==> src/rtl/vend_pkg.sv <==
// rtl/vend_pkg.sv - product codes, prices, coin values and state encoding for the vending controller
package vend_pkg;

  localparam logic [1:0] PROD_NONE  = 2'b00;
  localparam logic [1:0] PROD_NEWS  = 2'b01;
  localparam logic [1:0] PROD_CHOC  = 2'b10;
  localparam logic [1:0] PROD_JUICE = 2'b11;

  localparam int DEF_PRICE_NEWS  = 5;
  localparam int DEF_PRICE_CHOC  = 10;
  localparam int DEF_PRICE_JUICE = 15;
  localparam int DEF_TIMEOUT     = 255;

  localparam logic [4:0] COIN_5  = 5'd5;
  localparam logic [4:0] COIN_10 = 5'd10;
  localparam logic [4:0] COIN_20 = 5'd20;
  localparam int         CHANGE_UNIT = 5;

  typedef enum logic [1:0] {IDLE, CREDIT, DISPENSE, CHANGE} state_t;

  // Only three denominations are ever credited; anything else goes back out
  function automatic logic coin_legal(input logic [4:0] value);
    return (value == COIN_5) || (value == COIN_10) || (value == COIN_20);
  endfunction

endpackage

==> src/rtl/vend_if.sv <==
// rtl/vend_if.sv - front-end and actuator signals of the vending controller
interface vend_if #(
  parameter int CREDIT_W = 6
);
  logic                coin_valid;
  logic [4:0]          coin_value;
  logic                coin_reject;
  logic                select_valid;
  logic [1:0]          select_product;
  logic                cancel;
  logic                insufficient;
  logic                dispense_req;
  logic [1:0]          product;
  logic                dispense_ack;
  logic                sale_done;
  logic                change_req;
  logic                change_ack;
  logic [CREDIT_W-1:0] credit;
  logic                busy;

  modport master (
    output coin_valid, coin_value, select_valid, select_product, cancel, dispense_ack, change_ack,
    input  coin_reject, insufficient, dispense_req, product, sale_done, change_req, credit, busy
  );

  modport slave (
    input  coin_valid, coin_value, select_valid, select_product, cancel, dispense_ack, change_ack,
    output coin_reject, insufficient, dispense_req, product, sale_done, change_req, credit, busy
  );
endinterface

==> src/rtl/vend_idle_timer.sv <==
// rtl/vend_idle_timer.sv - reloadable down-counter that flags inactivity while a customer holds credit
module vend_idle_timer #(
  parameter int TIMEOUT = 255
) (
  input  logic clock,
  input  logic reset,
  input  logic clear,
  input  logic run,
  output logic expire
);
  localparam int                CNT_W = $clog2(TIMEOUT + 1);
  localparam logic [CNT_W-1:0] LOAD  = CNT_W'(TIMEOUT);

  logic [CNT_W-1:0] count;

  // Reload on clear, otherwise count down while running and park at zero
  always_ff @(posedge clock or negedge reset) begin
    if (!reset) begin
      count <= LOAD;
    end else if (clear) begin
      count <= LOAD;
    end else if (run && (count != '0)) begin
      count <= count - CNT_W'(1);
    end
  end

  assign expire = (count == '0);
endmodule

==> src/rtl/vend_controller.sv <==
// rtl/vend_controller.sv - coin credit, product selection, dispense handshake and change return
module vend_controller
  import vend_pkg::*;
#(
  parameter int CREDIT_W    = 6,
  parameter int MAX_CREDIT  = 35,
  parameter int PRICE_NEWS  = DEF_PRICE_NEWS,
  parameter int PRICE_CHOC  = DEF_PRICE_CHOC,
  parameter int PRICE_JUICE = DEF_PRICE_JUICE,
  parameter int TIMEOUT     = DEF_TIMEOUT
) (
  input logic   clock,
  input logic   reset,
  vend_if.slave bus
);
  localparam logic [CREDIT_W-1:0] UNIT  = CREDIT_W'(CHANGE_UNIT);
  localparam logic [CREDIT_W:0]   LIMIT = (CREDIT_W + 1)'(MAX_CREDIT);

  state_t              state, state_next;
  logic [CREDIT_W-1:0] credit_q, credit_next;
  logic [1:0]          product_q, product_next;
  logic                reject_q, reject_next;
  logic                insuff_q, insuff_next;
  logic                dreq_q, dreq_next;
  logic                sale_q, sale_next;
  logic                creq_q, creq_next;
  logic                busy_q;
  logic [CREDIT_W-1:0] coin_amt, price;
  logic [CREDIT_W:0]   coin_sum;
  logic                coin_ok, sel_act, timer_clear, expire;

  // Sum is one bit wider so the MAX_CREDIT check sees the true total
  assign coin_amt = CREDIT_W'(bus.coin_value);
  assign coin_sum = {1'b0, credit_q} + {1'b0, coin_amt};
  assign coin_ok  = coin_legal(bus.coin_value) && (coin_sum <= LIMIT);
  assign sel_act  = bus.select_valid && (bus.select_product != PROD_NONE);

  vend_idle_timer #(.TIMEOUT(TIMEOUT)) idle_timer (
    .clock  (clock),
    .reset  (reset),
    .clear  (timer_clear),
    .run    (state == CREDIT),
    .expire (expire)
  );

  // Price of the product currently on the keypad
  always_comb begin
    case (bus.select_product)
      PROD_NEWS:  price = CREDIT_W'(PRICE_NEWS);
      PROD_CHOC:  price = CREDIT_W'(PRICE_CHOC);
      PROD_JUICE: price = CREDIT_W'(PRICE_JUICE);
      default:    price = '0;
    endcase
  end

  // Next state, next credit and next value of every registered output
  always_comb begin
    state_next   = state;
    credit_next  = credit_q;
    product_next = PROD_NONE;
    reject_next  = 1'b0;
    insuff_next  = 1'b0;
    dreq_next    = 1'b0;
    sale_next    = 1'b0;
    creq_next    = 1'b0;
    timer_clear  = (state != CREDIT);
    unique case (state)
      IDLE: begin
        if (bus.coin_valid) begin
          if (coin_ok) begin
            credit_next = coin_amt;
            state_next  = CREDIT;
          end else begin
            reject_next = 1'b1;
          end
        end
      end
      CREDIT: begin
        // One action per cycle: refund beats selection beats coin
        if (bus.cancel || expire) begin
          state_next  = CHANGE;
          creq_next   = 1'b1;
          reject_next = bus.coin_valid;
        end else if (sel_act) begin
          timer_clear = 1'b1;
          reject_next = bus.coin_valid;
          if (credit_q >= price) begin
            credit_next  = credit_q - price;
            product_next = bus.select_product;
            dreq_next    = 1'b1;
            state_next   = DISPENSE;
          end else begin
            insuff_next = 1'b1;
          end
        end else if (bus.coin_valid) begin
          if (coin_ok) begin
            credit_next = coin_sum[CREDIT_W-1:0];
            timer_clear = 1'b1;
          end else begin
            reject_next = 1'b1;
          end
        end
      end
      DISPENSE: begin
        reject_next = bus.coin_valid;
        if (bus.dispense_ack) begin
          sale_next = 1'b1;
          if (credit_q == '0) begin
            state_next = IDLE;
          end else begin
            state_next = CHANGE;
            creq_next  = 1'b1;
          end
        end else begin
          dreq_next    = 1'b1;
          product_next = product_q;
        end
      end
      CHANGE: begin
        reject_next = bus.coin_valid;
        creq_next   = 1'b1;
        if (credit_q == '0) begin
          state_next = IDLE;
          creq_next  = 1'b0;
        end else if (creq_q && bus.change_ack) begin
          credit_next = credit_q - UNIT;
          if (credit_q == UNIT) begin
            state_next = IDLE;
            creq_next  = 1'b0;
          end
        end
      end
      default: state_next = IDLE;
    endcase
  end

  // State register
  always_ff @(posedge clock or negedge reset) begin
    if (!reset) begin
      state <= IDLE;
    end else begin
      state <= state_next;
    end
  end

  // Credit datapath and registered outputs; reset forfeits any credit held
  always_ff @(posedge clock or negedge reset) begin
    if (!reset) begin
      credit_q  <= '0;
      product_q <= PROD_NONE;
      reject_q  <= 1'b0;
      insuff_q  <= 1'b0;
      dreq_q    <= 1'b0;
      sale_q    <= 1'b0;
      creq_q    <= 1'b0;
      busy_q    <= 1'b0;
    end else begin
      credit_q  <= credit_next;
      product_q <= product_next;
      reject_q  <= reject_next;
      insuff_q  <= insuff_next;
      dreq_q    <= dreq_next;
      sale_q    <= sale_next;
      creq_q    <= creq_next;
      busy_q    <= (state_next == DISPENSE) || (state_next == CHANGE);
    end
  end

  assign bus.credit       = credit_q;
  assign bus.product      = product_q;
  assign bus.coin_reject  = reject_q;
  assign bus.insufficient = insuff_q;
  assign bus.dispense_req = dreq_q;
  assign bus.sale_done    = sale_q;
  assign bus.change_req   = creq_q;
  assign bus.busy         = busy_q;
endmodule

==> src/flat_wrapper.sv <==
// flat-port wrapper written by rule: the top's interface ports become plain ports
module vend_controller_flat import vend_pkg::*;
#(
  parameter int CREDIT_W    = 6,
  parameter int MAX_CREDIT  = 35,
  parameter int PRICE_NEWS  = DEF_PRICE_NEWS,
  parameter int PRICE_CHOC  = DEF_PRICE_CHOC,
  parameter int PRICE_JUICE = DEF_PRICE_JUICE,
  parameter int TIMEOUT     = DEF_TIMEOUT
)
  (clock, reset, bus_coin_valid, bus_coin_value, bus_select_valid, bus_select_product, bus_cancel, bus_dispense_ack, bus_change_ack, bus_coin_reject, bus_insufficient, bus_dispense_req, bus_product, bus_sale_done, bus_change_req, bus_credit, bus_busy);
  vend_if #(.CREDIT_W(CREDIT_W)) bus_i ();
  input logic clock;
  input logic reset;
  input wire logic [$bits(bus_i.coin_valid)-1:0] bus_coin_valid;
  input wire logic [$bits(bus_i.coin_value)-1:0] bus_coin_value;
  input wire logic [$bits(bus_i.select_valid)-1:0] bus_select_valid;
  input wire logic [$bits(bus_i.select_product)-1:0] bus_select_product;
  input wire logic [$bits(bus_i.cancel)-1:0] bus_cancel;
  input wire logic [$bits(bus_i.dispense_ack)-1:0] bus_dispense_ack;
  input wire logic [$bits(bus_i.change_ack)-1:0] bus_change_ack;
  output wire logic [$bits(bus_i.coin_reject)-1:0] bus_coin_reject;
  output wire logic [$bits(bus_i.insufficient)-1:0] bus_insufficient;
  output wire logic [$bits(bus_i.dispense_req)-1:0] bus_dispense_req;
  output wire logic [$bits(bus_i.product)-1:0] bus_product;
  output wire logic [$bits(bus_i.sale_done)-1:0] bus_sale_done;
  output wire logic [$bits(bus_i.change_req)-1:0] bus_change_req;
  output wire logic [$bits(bus_i.credit)-1:0] bus_credit;
  output wire logic [$bits(bus_i.busy)-1:0] bus_busy;
  assign bus_i.coin_valid = bus_coin_valid;
  assign bus_i.coin_value = bus_coin_value;
  assign bus_i.select_valid = bus_select_valid;
  assign bus_i.select_product = bus_select_product;
  assign bus_i.cancel = bus_cancel;
  assign bus_i.dispense_ack = bus_dispense_ack;
  assign bus_i.change_ack = bus_change_ack;
  assign bus_coin_reject = bus_i.coin_reject;
  assign bus_insufficient = bus_i.insufficient;
  assign bus_dispense_req = bus_i.dispense_req;
  assign bus_product = bus_i.product;
  assign bus_sale_done = bus_i.sale_done;
  assign bus_change_req = bus_i.change_req;
  assign bus_credit = bus_i.credit;
  assign bus_busy = bus_i.busy;
  vend_controller #(.CREDIT_W(CREDIT_W), .MAX_CREDIT(MAX_CREDIT), .PRICE_NEWS(PRICE_NEWS), .PRICE_CHOC(PRICE_CHOC), .PRICE_JUICE(PRICE_JUICE), .TIMEOUT(TIMEOUT)) u_core (.clock(clock), .reset(reset), .bus(bus_i));
endmodule
==> config.mk <==
export PLATFORM = sky130hd
export DESIGN_NAME = vend_controller_flat
export DESIGN_NICKNAME = d
export VERILOG_FILES = /design/src/rtl/vend_pkg.sv /design/src/rtl/vend_if.sv /design/src/rtl/vend_idle_timer.sv /design/src/rtl/vend_controller.sv /design/src/flat_wrapper.sv
export SDC_FILE = /design/constraint.sdc
export NUM_CORES = 1
export LEC_CHECK = 0
export ABC_AREA = 1
export CORE_UTILIZATION = 50
export CTS_BUF_LIST = sky130_fd_sc_hd__clkbuf_16
export DETAILED_ROUTE_END_ITERATION = 8
export GPL_ROUTABILITY_DRIVEN = 0
export PLACE_DENSITY = 0.78
export SYNTH_ARGS = -nofsm -noshare
export SYNTH_HDL_FRONTEND = slang
export SYNTH_SLANG_ARGS = --single-unit
==> constraint.sdc <==
create_clock -name clock -period 4.55 [get_ports clock]
set_input_delay 0.91 -clock clock [delete_from_list [all_inputs] [get_ports clock]]
set_output_delay 0.91 -clock clock [all_outputs]
set_load 0.005 [all_outputs]
==> results.txt, run 1 <==
* Post-synth top area share: slightly below 20%
- Aggregate routed wire length: around 4900 µm
* Fraction of layout cells with a size suffix above 1: 10.83%
- Final setup violation count: 0
- The detail route stage leaves a number of antenna-violating nets equal to 0.
- In the global route stage, overall resource usage came out at 24.37%.
- Number of design rule violations left after detail routing: 0
- Initial DRC Count: roughly 80
- Synthesized area per cell: 7.256 µm²
* Final Critical Period: 3.113 ns
- Number of storage elements in the synthesis netlist: 24
- After synthesis, flip-flops and latches occupy 29.63% of the total area.
- Leakage power: 1.249 nW
* Max-slew headroom at the worst pin: between 60 and 70%
- Number of nets in the synthesized netlist: 318
- Counting tap cells, the placed design contains a total of approximately 360 instances.
* Count of instances resized after the clock tree is built: 0
- Top Ports: 28
* Setup repair after global routing missed its margin: false
* DIE AREA: 4382 µm²
- For the pin with the worst max-slew slack, the measured transition is 0.4856 ns.
* Asr flop ratio synth: 100.0%
* Total of buffers placed on input and output ports: 27
* Die outline height: 66.20 µm
- Clock tree from TritonCTS: built
* Vias in the first global route: 1,844
- The number of antenna diodes in the final layout is 0.
- The clock network is responsible for 13.9% of the overall power.
- The number of antenna violations at the first check in global routing was 0.
* P&R area growth vs syn: 19.13%
- Timing analysis after detailed placement gives a worst setup slack of ~1.2 ns.
- The floorplan has 22 rows.
- Highest net fanout along the worst path: 12
- Clock H-tree levels: 1
* Maximum buffer depth of the clock tree: 2
* Arrival time reported for the critical path endpoint: 3.24 ns
- Wire length per cell after detailed routing: between 10 and 15 µm
* Clock Skew: 0.006811 ns
* Vias per inst: 5.351
- Based on the critical path, the design can be clocked at up to 0.3213 GHz.
* Least setup slack across all paths after layout: between 1 and 1.5 ns
* Maximum vdd ir drop: 0.2957 mV
* Share of total power in sequential cells: between 20% and 30%
* Total of hold buffers inserted after clock tree synthesis: 0
- After clock tree synthesis, the clock-pin slew on the worst setup and hold paths is 0.06 ns.
- The flow ran to the end, and the final reports show no timing, DRC or antenna violations.
* Number of pins with negative max-slew slack in the final report: 0
- Counting instances in the post-synthesis netlist gives the leading cell types as sky130_fd_sc_hd__nand2_1 (56), sky130_fd_sc_hd__inv_1 (51), sky130_fd_sc_hd__nor2_1 (26), sky130_fd_sc_hd__nand3_1 (20).
* Setup TNS: 0 ns
* Primary flip-flop cell chosen by synthesis mapping: sky130_fd_sc_hd__dfrtp_1
- Required time worst endpoint: 4.68 ns
* Count of nets after finishing: 349
- The total overflow left after global routing is 0.
- Per report_power, the combinational group accounts for 58.3% of the total.
- Total core area: 3799 µm²
- Endpoint class of the critical path: flop
- Layout Utilization: ~65%
- Netlist Area Pre-Place: approximately 2100 µm²
- Of the total power, the share spent switching nets is 46.79%.
- Crit start category: primary input
- The floorplan step set the die width to ~66 µm.
- The analysis attributes to net switching a power of 0.6499 mW.
- The worst path uses 68.41% of the clock period.
- Yosys printed 0 warnings.
* Number of instances in the synthesized netlist: 284
- Clock tree synthesis inserted a total of 3 buffers.
- The first detailed-routing pass took 4 iterations.
- Of all cell types, the one taking the most synthesized area is sky130_fd_sc_hd__dfrtp_1.
- Pin count of the biggest net entering global routing: 25
- First-pass GRT wire length: 8197 µm
* Dominant cells by area after synthesis: sky130_fd_sc_hd__dfrtp_1 (19%), sky130_fd_sc_hd__ha_1 (11%), sky130_fd_sc_hd__dfstp_2 (10%)
* Hold WC Path Type: flop to flop
* Clock sink count: 24
- Number of distinct library cell variants in the gate-level netlist after synthesis: 30
- Post-CTS setup-driven buffer insertion count: 0
- Yosys mapped a number of flops with a built-in enable equal to 0.
* Hold violation count in the final report: 0
* Number of non-filler instances in the completed layout: 362
- Across the run, the number of max-cap violations was 0.
- Vias: 1,937
- The internal portion of the total power is 0.7391 mW.
* Starting utilization of the core area: a little over half
* Worst Path Class, Setup: primary input to flop
- Power spread over the standard cell area amounts to 565.8 nW/µm².
* HPWL after DPL: 3801 µm
* Buffer cell driving the clock tree root: sky130_fd_sc_hd__clkbuf_16
* Leading cell type by number of instances after synthesis: sky130_fd_sc_hd__nand2_1
- For the worst-skew pair, the clock arrives at the later sink with an insertion delay of roughly 0.26 ns.
worst max-delay path: stages:
cell and delay, ns:
sky130_fd_sc_hd__clkdlybuf4s50_1 0.46, sky130_fd_sc_hd__ha_1 0.25, sky130_fd_sc_hd__fa_1 0.43, sky130_fd_sc_hd__nand3_1 0.11, sky130_fd_sc_hd__nand3b_1 0.08, sky130_fd_sc_hd__nand2_1 0.11
sky130_fd_sc_hd__nand3_2 0.07, sky130_fd_sc_hd__nand2_2 0.07, sky130_fd_sc_hd__nand2_2 0.07, sky130_fd_sc_hd__nand2_1 0.10, sky130_fd_sc_hd__nand3_2 0.30, sky130_fd_sc_hd__nand2_1 0.19
sky130_fd_sc_hd__o21ai_2 0.07
kinds of logic (layout without fill, tap and decap cells):
group                      Yosys count  in the layout  share of synthesized area (%)
and+or+nand+nor                    134            134                          30.12
buffers and inverters               53             83                          10.38
AOI/OAI and AO/OA                   45             45                          13.60
DFF                                 24             24                          29.63
adders and majority gates           20             20                          12.87
xor gates and xnor gates             8              8                          3.400
area by class of cell:
class | count | area (µm²)
flip-flops and latches | 24 | 610.6
repair buffers | 28 | 277.8
well taps | 48 | 60.06
clock buffers | 3 | 75.07
clock inverters | 1 | 3.754
multi-input cells | 207 | 1236
inverters | 51 | 191.4
fillers | 329 | 1344
final timing paths:
path | cells past startpoint | slack [ns] | endpoint | startpoint
max in group asynchronous | 2 | 3.25 | u_core.idle_timer.count[6] | reset
max reg2reg | 13 | 2.03 | u_core.bus.credit[0] | u_core.bus.credit[0]
min in group asynchronous | 2 | 1.01 | u_core.bus.product[1] | reset
min | 2 | 0.50 | u_core.idle_timer.count[0] | u_core.idle_timer.count[0]
min reg2reg | 2 | 0.50 | u_core.idle_timer.count[0] | u_core.idle_timer.count[0]
max | 13 | 1.44 | u_core.bus.credit[0] | bus_coin_value[0]
metal layers:
| layer | global-route usage (%) | wire [µm] |
|---|---|---|
| met5 | 0 | 0 |
| met3 | 3.793 | 358 |
| met1 | 32.23 | 2198 |
| met4 | 7.447 | 57 |
| met2 | 40.56 | 2249 |
power groups by stage:
stage	logic [mW]	registers, mW	clock network (mW)
2_1_floorplan	0.591	0.362	0
3_3_place_gp	0.784	0.390	0
3_5_place_dp	0.794	0.390	0
5_1_grt	0.913	0.398	0.206
6_report	0.809	0.387	0.193
4_1_cts	0.804	0.386	0.193
cell usage in the layout, fill, tap and decap left out, drive strengths merged, types with 3 or more instances in the layout:
| cell | n |
|---|---|
| xor2 | 5 |
| a21oi | 8 |
| xnor2 | 3 |
| nand2 | 67 |
| ha | 18 |
| clkdlybuf4s50 | 27 |
| dfstp | 8 |
| o21ai | 25 |
| nor2 | 26 |
| clkbuf | 3 |
| inv | 52 |
| nand3 | 23 |
| dfrtp | 16 |
| nor3 | 6 |
| o211ai | 5 |
| nand4 | 7 |
per-stage QoR:
stage	instance area [µm²]	hold slack (ns)	total power, mW
global route	2455	0.5239	1.517
finish	2455	0.4975	1.389
detailed placement	2376	0.4745	1.184
CTS	2455	0.4904	1.383
floorplan	2061	0.4726	0.9524
global placement	2376	0.4751	1.174
flip-flops by register name, indices dropped and copies added, names as in the netlist:
signal                   count
u_core.bus.coin_reject       1
u_core.bus.sale_done         1
u_core.bus.change_req        1
u_core.idle_timer.count      8
u_core.bus.busy              1
u_core.bus.dispense_req      1
u_core.bus.credit            6
u_core.bus.insufficient      1
u_core.state                 2
u_core.bus.product           2
Note: power is estimated with default switching activity, not from simulation.
==> run 2, diff against run 1 <==
PLACE_DENSITY = 0.81   (was 0.78)
clock period = 2.73 ns   (was 4.55 ns; I/O delays follow)
==> run 2 against run 1 <==
Effect of this change: clock-buffer cell count unchanged; global-route usage increased by 0.41 points; combinational power increased by 83%; core utilization rose by 4.2 points; clock skew decreased by 0.0037 ns; die area is the same; critical path type unchanged; sequential cell count did not move; sequential power rose by 66%; first-iteration DRC count up 35%; highest routed layer unchanged; clock power increased by 120%.
==> results.txt, run 2 (same netlist as run 1, synthesis figures left out) <==
- Outcome: complete, no violations (unchanged)
- The number of nets in the layout came to 365 (was 349).
- Most common library cell in the layout ignoring fill and taps: sky130_fd_sc_hd__nand2_1 (unchanged)
- First-pass GRT wire length: 8259 µm (was 8197 µm)
* Clock Skew: 0.003098 ns (was 0.006811 ns)
- Number of buffers created by CTS: 3 (unchanged)
* Number of pins with negative max-slew slack in the final report: 0 (unchanged)
- FF-to-FF Start: u_core.bus.credit[0] (unchanged)
- Starting utilization of the core area: 54.25% (unchanged)
- Endpoint class of the critical path: flop (unchanged)
* Vias: 1,972 (was 1,937)
- The clock slew seen by the registers of the worst setup and hold paths was 0.06 ns (about the same).
* Total of buffers placed on input and output ports: 27 (unchanged)
- Required time worst endpoint: 2.87 ns (was 4.68 ns)
- The count of boundary I/O pins came to 28 (unchanged).
- Highest net fanout along the worst path: 10 (was 12)
- The floorplan die height came to 66.20 µm (unchanged).
* Hold WC Path Type: flop to flop (unchanged)
- The register with the highest flop count was u_core.idle_timer.count (unchanged).
* Site Rows: 22 (unchanged)
- The number of cells on the worst hold path came to 2 (unchanged).
- Antenna diode count: 0 (unchanged)
- The worst-case headroom to the max-slew limit was 71.44% (was 67.51%).
- The detailed-route vias per instance is 5.217 (was 5.351).
- Count of instances resized after the clock tree is built: 0 (unchanged)
- Fraction of layout cells with a size suffix above 1: 15.45% (was 10.83%)
- Endpoint with the worst hold slack: u_core.bus.product[0] (was u_core.idle_timer.count[0])
* Aggregate global routing overflow: 0 (unchanged)
- The maximum clock insertion buffer count came to 2 (unchanged).
- Maximum vdd ir drop: 0.4423 mV (was 0.2957 mV)
- The arrival time reported for the critical path endpoint was 2.68 ns (was 3.24 ns).
- The sum of routed wire length over all layers is 4898 µm (was 4863 µm).
- The CTS tree was built (unchanged).
- Layout Utilization: 68.81% (was 64.62%)
* Number of design rule violations left after detail routing: 0 (unchanged)
- Worst reg-to-reg setup slack: 0.42 ns (was 2.03 ns)
- P&R area growth vs syn: 26.84% (was 19.13%)
- Setup TNS: 0 ns (unchanged)
- Dividing the final minimum period by the clock period gives 92.95%.
- Fmax achieved: 0.3941 GHz
* Number of antenna violations at the first check in global routing: 0 (unchanged)
- The area of the placeable core was 3799 µm² (unchanged).
* Crit start category: primary input (unchanged)
- The count of cells along the worst register-to-register path was 11 (was 13).
* Wire length per cell after detailed routing: 12.96 µm (was 13.43 µm)
- Setup repair after global routing missed its margin: false (unchanged).
* Power density normalized to cell area: 973.8 nW/µm² (was 565.8 nW/µm²)
* DIE AREA: 4382 µm² (unchanged)
- The later-pin clock latency in the skew report is 0.26 ns (about the same).
* Final setup violation count: 0 (unchanged)
* Pin count of the biggest net entering global routing: 25 (unchanged)
* Commonest cells after routing, fill and taps aside: sky130_fd_sc_hd__nand2_1 (56), sky130_fd_sc_hd__inv_1 (51), sky130_fd_sc_hd__clkdlybuf4s50_1 (27) (was sky130_fd_sc_hd__nand2_1 (56), sky130_fd_sc_hd__inv_1 (52), sky130_fd_sc_hd__clkdlybuf4s50_1 (27))
* Post-CTS setup-driven buffer insertion count: 0 (unchanged)
- The number of search-and-repair iterations in the first detailed-routing pass came to 4 (unchanged).
- Worst slew pin tran: 0.4283 ns (was 0.4856 ns)
* Total of hold buffers inserted after clock tree synthesis: 0 (unchanged)
- Hold violation count in the final report: 0 (unchanged)
* Buffer cell driving the clock tree root: sky130_fd_sc_hd__clkbuf_16 (unchanged)
* Flip-flop count of the largest register after layout: 8 (unchanged)
* Worst hold path startpoint: u_core.bus.product[0] (was u_core.idle_timer.count[0])
- Subtracting the final worst setup slack from the clock period gives 2.538 ns.
* Count of nets left with antenna violations after detail routing: 0 (unchanged)
- Die span in x: 66.20 µm (unchanged)
- The half-perimeter wire length of the detailed placement result is 3919 µm (was 3801 µm).
- The start-to-end type of the worst setup path was primary input to flop (unchanged).
* Final cell area excluding filler cells: 2614 µm² (was 2455 µm²)
- The clock sink total came to 24 (unchanged).
- Global routing usage summed across all routing layers: 24.78% (was 24.37%)
- Post-DP Area: 2509 µm² (was 2376 µm²)
- The depth of the CTS H-tree came to 1 (unchanged).
- The leakage power figure is 1.340 nW (was 1.249 nW).
- The number of violations of the max-capacitance limit came to 0 (unchanged).
- Capturing point of the worst reg2reg path: u_core.bus.credit[1] (was u_core.bus.credit[0])
- Initial DRC Count: 105 (was 78)
* Vias in the first global route: 1,842 (was 1,844)
-- run 2: cell types whose count changed in the layout (fill, tap and decap cells not counted) --
| cell | change |
|---|---|
| sky130_fd_sc_hd__inv_1 | -1 |
| sky130_fd_sc_hd__bufinv_16 | +1 |
| sky130_fd_sc_hd__buf_4 | +15 |
| sky130_fd_sc_hd__buf_12 | +1 |
-- run 2: cell type report --
type                            count  area [µm²]
Sequential cell                    24       610.6
Tap cell                           48       60.06
Timing Repair Buffer               44       410.4
Fill cell                         321        1185
Multi-Input combinational cell    207        1236
Inverter                           51       191.4
Clock buffer                        3       75.07
Clock inverter                      1       30.03
-- run 2: worst max-delay path, stage by stage --
cell	delay (ns)
sky130_fd_sc_hd__clkdlybuf4s50_1	0.42
sky130_fd_sc_hd__ha_1	0.22
sky130_fd_sc_hd__fa_1	0.43
sky130_fd_sc_hd__xnor2_1	0.27
sky130_fd_sc_hd__nand3_2	0.10
sky130_fd_sc_hd__nand2_2	0.08
sky130_fd_sc_hd__nand2_2	0.06
sky130_fd_sc_hd__nand2_1	0.11
sky130_fd_sc_hd__nand3_2	0.14
sky130_fd_sc_hd__buf_12	0.18
sky130_fd_sc_hd__nand2_2	0.05
sky130_fd_sc_hd__o21ai_2	0.06
-- run 2: metal layers --
metal  global-route usage, %  share of wire (%)  vias to the layer above
li1                        -                  -                     1021
met1                   32.77                 49                      907
met2                   41.71                 47                       38
met3                   3.621                3.6                        6
met4                   6.915                1.1                        0
met5                       0                  0                        -
-- run 2: worst max path at each step --
stage | from | endpoint | slack [ns] | cells past startpoint
4_1_cts | bus_coin_value[0] | u_core.bus.credit[1] | 0.18 | 12
3_3_place_gp | bus_coin_value[0] | u_core.bus.credit[1] | -0.04 | 12
6_report | bus_coin_value[0] | u_core.bus.credit[1] | 0.19 | 12
3_5_place_dp | bus_coin_value[0] | u_core.bus.credit[1] | -0.09 | 12
5_1_grt | bus_select_product[0] | u_core.bus.busy | 0.03 | 12
2_1_floorplan | bus_coin_value[0] | u_core.bus.credit[1] | 0.56 | 13
-- run 2: through the flow --
stage	hold slack [ns]	setup WS [ns]	total power, mW	cells
floorplan	0.2504	0.5580	1.587	284
global placement	0.4727	-0.04220	2.071	374
detailed placement	0.4768	-0.09054	2.104	374
CTS	0.4942	0.1784	2.535	378
global route	0.5200	0.02581	2.748	378
finish	0.4901	0.1924	2.545	378
-- run 2: report_power, final --
| part | switching, mW | internal, mW | total [mW] |
|---|---|---|---|
| Combinational | 0.834 | 0.647 | 1.48 |
| Sequential | 0.146 | 0.494 | 0.641 |
| Clock | 0.131 | 0.292 | 0.423 |
| Total | 1.11 | 1.43 | 2.55 |
==> run 3, diff against run 2 <==
--- a/constraint.sdc
+++ b/constraint.sdc
@@ -3,2 +3,2 @@
 set_output_delay 0.546 -clock clock [all_outputs]
-set_load 0.005 [all_outputs]
+set_load 0.02 [all_outputs]
==> results of run 3 <==
The final DEF is identical to that of run 2. Status: complete, no violations.
Main changes from that run: total power 2.545 mW -> 2.617 mW; worst IR drop on VDD 0.4423 mV -> 0.4771 mV
